<file path="src/rtl/axi_stream_remove_header.sv">
// axi_stream_remove_header: strips 0..W header bytes from each packet,
// realigns the payload to word boundaries and reports the stripped bytes.
//
// Ports:
//   clk, rst          rising-edge clock, synchronous active-high reset
//   valid_in ..       input stream (data_in, keep_in, last_in, ready_in)
//   valid_out ..      realigned stream (data_out, keep_out, last_out,
//                     ready_out)
//   valid_remove ..   strip-count descriptor (byte_remove_cnt,
//                     ready_remove)
//   header_out ..     stripped bytes (header_keep, header_valid pulse)
// Byte 0 of a beat sits in the top lane; keep is left-aligned.

module axi_stream_remove_header #(
  parameter int DATA_WD      = 32,
  parameter int DATA_BYTE_WD = DATA_WD / 8,
  parameter int BYTE_CNT_WD  = $clog2(DATA_BYTE_WD)
) (
  input  logic                    clk,
  input  logic                    rst,
  input  logic                    valid_in,
  input  logic [DATA_WD-1:0]      data_in,
  input  logic [DATA_BYTE_WD-1:0] keep_in,
  input  logic                    last_in,
  output logic                    ready_in,
  output logic                    valid_out,
  output logic [DATA_WD-1:0]      data_out,
  output logic [DATA_BYTE_WD-1:0] keep_out,
  output logic                    last_out,
  input  logic                    ready_out,
  input  logic                    valid_remove,
  input  logic [BYTE_CNT_WD:0]    byte_remove_cnt,
  output logic                    ready_remove,
  output logic [DATA_WD-1:0]      header_out,
  output logic [DATA_BYTE_WD-1:0] header_keep,
  output logic                    header_valid
);

  localparam int CW = BYTE_CNT_WD + 1;
  localparam int SW = BYTE_CNT_WD + 2;
  localparam logic [CW-1:0] W_CNT = CW'(DATA_BYTE_WD);

  typedef enum logic [1:0] {
    IDLE, FIRST, BODY, FLUSH
  } state_t;

  function automatic logic [DATA_BYTE_WD-1:0] lead_ones(
    input logic [SW-1:0] cnt
  );
    logic [DATA_BYTE_WD-1:0] k;
    k = '0;
    for (int i = 0; i < DATA_BYTE_WD; i++)
      k[DATA_BYTE_WD-1-i] = (SW'(i) < cnt);
    return k;
  endfunction

  function automatic logic [DATA_WD-1:0] byte_mask(
    input logic [DATA_BYTE_WD-1:0] k
  );
    logic [DATA_WD-1:0] m;
    m = '0;
    for (int i = 0; i < DATA_BYTE_WD; i++)
      m[8*i +: 8] = {8{k[i]}};
    return m;
  endfunction

  function automatic logic [CW-1:0] ones(
    input logic [DATA_BYTE_WD-1:0] k
  );
    logic [CW-1:0] c;
    c = '0;
    for (int i = 0; i < DATA_BYTE_WD; i++)
      c = c + CW'(k[i]);
    return c;
  endfunction

  state_t              state;
  logic [CW-1:0]       n_q;
  logic [CW-1:0]       fl_q;
  logic [DATA_WD-1:0]  res_q;

  logic                accept;
  logic [CW-1:0]       l_in;
  logic [CW-1:0]       r_cnt;
  logic [CW-1:0]       n_hdr;
  logic [CW-1:0]       fl_nxt;
  logic [SW-1:0]       sum;
  logic [DATA_WD-1:0]  din;
  logic [DATA_WD-1:0]  din_sh;
  logic [DATA_WD-1:0]  body;

  logic                    ld;
  logic                    ld_last;
  logic [DATA_WD-1:0]      ld_data;
  logic [DATA_BYTE_WD-1:0] ld_keep;

  assign ready_remove = (state == IDLE) && !rst;
  assign ready_in = ((state == FIRST) || (state == BODY))
                 && (!valid_out || ready_out);
  assign accept = valid_in && ready_in;

  assign l_in   = ones(keep_in);
  assign r_cnt  = W_CNT - n_q;
  assign n_hdr  = (l_in < n_q) ? l_in : n_q;
  assign fl_nxt = l_in - n_q;
  assign sum    = SW'(r_cnt) + SW'(l_in);

  // Dead lanes are zeroed up front so every shifted word is clean.
  assign din    = data_in & byte_mask(keep_in);
  assign din_sh = din << {n_q, 3'b000};
  assign body   = res_q | (din >> {r_cnt, 3'b000});

  always_comb begin
    ld      = 1'b0;
    ld_last = 1'b0;
    ld_data = '0;
    ld_keep = '0;
    unique case (state)
      FIRST: begin
        if (accept && last_in && (l_in > n_q)) begin
          ld      = 1'b1;
          ld_data = din_sh;
          ld_keep = lead_ones(SW'(fl_nxt));
          ld_last = 1'b1;
        end
      end
      BODY: begin
        if (accept) begin
          if (!last_in) begin
            ld      = 1'b1;
            ld_data = body;
            ld_keep = '1;
          end else if (sum <= SW'(W_CNT)) begin
            ld      = (sum != '0);
            ld_data = body;
            ld_keep = lead_ones(sum);
            ld_last = 1'b1;
          end else begin
            // Tail spills past one word: finish in FLUSH.
            ld      = 1'b1;
            ld_data = body;
            ld_keep = '1;
          end
        end
      end
      FLUSH: begin
        if (!valid_out || ready_out) begin
          ld      = 1'b1;
          ld_data = res_q;
          ld_keep = lead_ones(SW'(fl_q));
          ld_last = 1'b1;
        end
      end
      default: ;
    endcase
  end

  always_ff @(posedge clk) begin
    if (rst) begin
      state        <= IDLE;
      n_q          <= '0;
      fl_q         <= '0;
      res_q        <= '0;
      valid_out    <= 1'b0;
      data_out     <= '0;
      keep_out     <= '0;
      last_out     <= 1'b0;
      header_out   <= '0;
      header_keep  <= '0;
      header_valid <= 1'b0;
    end else begin
      header_valid <= 1'b0;
      if (ld) begin
        valid_out <= 1'b1;
        data_out  <= ld_data;
        keep_out  <= ld_keep;
        last_out  <= ld_last;
      end else if (ready_out) begin
        valid_out <= 1'b0;
      end
      unique case (state)
        IDLE: begin
          if (valid_remove) begin
            n_q   <= byte_remove_cnt;
            state <= FIRST;
          end
        end
        FIRST: begin
          if (accept) begin
            header_out   <= din & byte_mask(lead_ones(SW'(n_q)));
            header_keep  <= lead_ones(SW'(n_hdr));
            header_valid <= 1'b1;
            res_q        <= din_sh;
            state        <= last_in ? IDLE : BODY;
          end
        end
        BODY: begin
          if (accept) begin
            res_q <= din_sh;
            if (last_in) begin
              if (sum > SW'(W_CNT)) begin
                fl_q  <= fl_nxt;
                state <= FLUSH;
              end else begin
                state <= IDLE;
              end
            end
          end
        end
        FLUSH: begin
          if (!valid_out || ready_out)
            state <= IDLE;
        end
        default: state <= IDLE;
      endcase
    end
  end

endmodule

</file>
<file path="config.mk">
export PLATFORM = sky130hd
export DESIGN_NAME = axi_stream_remove_header
export DESIGN_NICKNAME = d
export VERILOG_FILES = /design/src/rtl/axi_stream_remove_header.sv
export SDC_FILE = /design/constraint.sdc
export NUM_CORES = 1
export LEC_CHECK = 0
export BUFFER_PORTS_ARGS = -buffer_cell sky130_fd_sc_hd__buf_2
export CORE_MARGIN = 2
export CORE_UTILIZATION = 35
export DETAILED_ROUTE_END_ITERATION = 8
export PLACE_DENSITY = 0.63
export SYNTH_ARGS = -nofsm -noshare
export SYNTH_HDL_FRONTEND = slang
export SYNTH_SLANG_ARGS = --single-unit
export TNS_END_PERCENT = 5
</file>
<file path="constraint.sdc">
create_clock -name clk -period 4.1 [get_ports clk]
set_input_delay 1.23 -clock clk [delete_from_list [all_inputs] [get_ports clk]]
set_output_delay 1.23 -clock clk [all_outputs]
set_load 0.1 [all_outputs]
</file>
==> results.md <==
* I/O pin count at 122
* Worst R2R Setup Slack at 0.90 ns
* TritonCTS clock tree: built
* Multi-input gate area at 3527 um^2
* Post-synthesis sequential area ratio at 37.69%
* Pint at 2.386 mW
* Initial Util at 35.56%
* Outcome: finished, final reports clean
* First-pass GRT wire length at 32550 um
* FF/Latch Area at 2303 um^2
* Iter 0 DRT Violations at 700
* HP Start: header_out[25]
* Global route hottest layer: met2
* Pins over their slew limit at 0
* Async set-reset flop share out of synthesis at 0%
* MaxCap Viol Count at 0
* Post-route setup slack at 0.1234 ns
* Hold EP: header_out[25]
* Post-Syn Area at 6108 um^2
* Met2 usage at 32.64%
* CP startpoint kind: input port
* VDD IR max at 0.0002814 V
* Die H at 136.1 um
* Chip width at 136.1 um
* Switching power at 1.110 mW
* Total power at 3.496 mW
* Sw frac at 31.75%
* DR vias/cell at 5.607
* Worst EP required at 4.42 ns
* Final setup viols at 0
* Mapped Cells at 784
* Endpoint class of the critical path: flip-flop
* # diodes at 0
* Post-CTS Setup Bufs at 0
* Hold Vio Cnt, Final at 0
* Lkg Pwr at 3.034 nW
* R2R depth at 13
* Sequential share of power at 33.5%
* Vias in the first global route at 5922
* CP Class: input port to flip-flop
* GRT met3 Usage at 6.898%
* Arr. time, crit path at 4.30 ns
* R2R Path Start: n_q[0]
* R2r endpoint: data_out[29]
* Crit Path Max Fanout at 36
* Gp weighted congestion at 0.9424
* DR pass1 iterations at 5
* Worst hold path type: flip-flop to flip-flop
* Setup WS pre-CTS at -0.3252 ns
* Comb power frac at 23.0%
* WHS Path Cells at 2
* Final Core Density at 45.35%
* #FFs+latches synth at 115
* Post-DP HPWL at 14840 um
* Num rows at 48
* Synth Area per Inst at 7.791 um^2
* Gr usage total at 23.00%
* H-tree Lvls at 4
* Grt total ovfl at 0
* Worst skew pair latency at 0.42 ns
* DRC viols at 0
* Final Cell Area at 7789 um^2
* PortBufs at 121
* Largest net degree at the start of global routing at 73
* Vias at 6443
* Setup TNS at 0 ns
* Fin nets at 972
* EDFF count, synth at 0
* Min Tclk post-route at 3.977 ns
* Wirelength per Cell at 18.51 um
* Clk buf depth at 2
* Syn nets at 845
* CTS root buffer: clkbuf_16
* Ratio of cells with drive above 1 in the final layout at 26.08%
* Max Fclk at 251.5 MHz
* Worst slew pin tran at 0.9763 ns
* Met1 usage at 32.53%
* Final Skew at 0.007864 ns
* Sink Count at 115
* Pwr Density at 448.9 nW/um^2
* Max_slew headroom at 34.77%
* Synthesis-to-layout area growth at 27.51%
* Antenna viol nets, final at 0
* Synth warn at 0
* Die area at 18520 um^2
* Cts bufs inserted at 17
* CTS clk-pin slew, worst paths at 0.05 ns
* Initial antenna violation count at 0
* CORE AREA at 17180 um^2
* Layout fillers at 1790
* Final Routed Wirelength at 21270 um
* Clock Power Share at 43.5%
* Placed instance area at 7147 um^2
* Unique masters post-synth at 54
* Final Cycle Share at 96.99%
* Most used DFF post-synth: dfxtp_1
==> synth_stat cells, types with 8 or more instances <==
library cell | number | area share (%)
a21oi_1 | 73 | 6.0
nor2_1 | 122 | 7.5
inv_1 | 11 | 0.68
o22ai_1 | 16 | 1.6
a211oi_1 | 19 | 2.3
or3_1 | 10 | 1.0
dfxtp_1 | 115 | 38
a32oi_1 | 13 | 1.9
buf_2 | 9 | 0.74
and2_1 | 9 | 0.92
o21ai_0 | 34 | 2.8
ha_1 | 13 | 2.7
a222oi_1 | 8 | 1.3
nand3_1 | 36 | 2.9
a211oi_2 | 8 | 1.6
nand2_1 | 89 | 5.5
a311oi_1 | 12 | 1.7
nand4_1 | 12 | 1.2
nor3_1 | 17 | 1.4
clkbuf_1 | 46 | 2.8
a22oi_1 | 34 | 4.2
==> cells by family after synthesis <==
family                   Yosys count  share of synthesized area [%]
AND/OR/NAND/NOR                  320                          23.74
AO/OA/AOI/OAI                    243                          27.08
flip-flops                       115                          37.69
buffers and inverters             75                          4.916
adder cells (fa/ha/maj)           16                          3.646
multiplexers                      12                          2.499
XOR/XNOR                           3                         0.4302
==> metal layers <==
layer / routed length [um] / vias up / part of all wire, %
met1: 9640 / 2988 / 45
li1: - / 3110 / -
met2: 8936 / 312 / 42
met4: 502 / 0 / 2.4
met5: 0 / - / 0
met3: 2192 / 33 / 10
==> per-stage QoR <==
stage | hold WS (ns) | instances
3_3_place_gp | 0.4360 | 1116
2_1_floorplan | 0.4360 | 784
3_5_place_dp | 0.4408 | 1116
4_1_cts | 0.4479 | 1148
6_report | 0.4462 | 1149
5_1_grt | 0.4602 | 1149
==> registers in the layout, indices dropped and copies added (netlist names) <==
register,flops
data_out,32
header_out,32
res_q,32
header_keep,4
keep_out,4
fl_q,3
n_q,3
state,2
header_valid,1
last_out,1
valid_out,1
==> timing repair <==
item | CTS | global route
hold buffers | 0 | 0
endpoints found under the setup margin | 0 | 26
gates resized for setup | 0 | 1
==> placed cells by master, fill, tap and decap left out, types with 7 or more instances in the layout <==
master / count
nand3_1: 36
a32oi_1: 13
clkbuf_16: 18
buf_4: 47
o22ai_1: 16
nand2_1: 89
nor2_1: 122
or3_1: 10
and2_1: 9
a211oi_1: 19
ha_1: 13
nor3_1: 17
dfxtp_1: 114
nand4_1: 12
inv_1: 11
o21ai_2: 7
a311oi_1: 12
a211oi_2: 8
a222oi_1: 8
buf_2: 120
a22oi_1: 34
o21ai_0: 34
a21oi_1: 72
==> worst max path at each step <==
stage	from	end	slack, ns	cells after the start
4_1_cts	keep_in[0]	last_out	0.08	14
6_report	keep_in[0]	data_out[29]	0.12	14
2_1_floorplan	keep_in[0]	fl_q[0]	0.12	11
5_1_grt	keep_in[0]	last_out	-0.03	14
3_3_place_gp	keep_in[0]	fl_q[0]	-0.21	12
3_5_place_dp	keep_in[0]	data_out[29]	-0.33	14
==> power by group through the flow <==
| stage | clock, mW | combinational, mW | sequential, mW |
|---|---|---|---|
| floorplan | 0 | 0.454 | 1.28 |
| global placement | 0 | 0.783 | 1.19 |
| detailed placement | 0 | 0.788 | 1.20 |
| CTS | 1.54 | 0.792 | 1.17 |
| global route | 1.59 | 0.869 | 1.18 |
| finish | 1.52 | 0.805 | 1.17 |
==> layout make-up <==
cell class | instances | share of cell area [%]
Multi-Input combinational cell | 594 | 45.29
Clock inverter | 8 | 1.253
Inverter | 13 | 0.6265
Timing Repair Buffer | 170 | 13.08
Clock buffer | 24 | 6.570
Tap cell | 225 | 3.614
Sequential cell | 115 | 29.57
==> worst max-delay path, cell delays in order <==
cell and delay (ns):
buf_2 0.12, fa_1 0.56, ha_1 0.21, xor2_2 0.22, inv_1 0.12, fa_1 0.48, nor2b_1 0.15, a21oi_1 0.16
o31ai_1 0.09, buf_4 0.15, a31oi_4 0.21, buf_12 0.24, nor2_1 0.06, a311oi_1 0.27
Note: power is estimated with default switching activity, not from simulation.
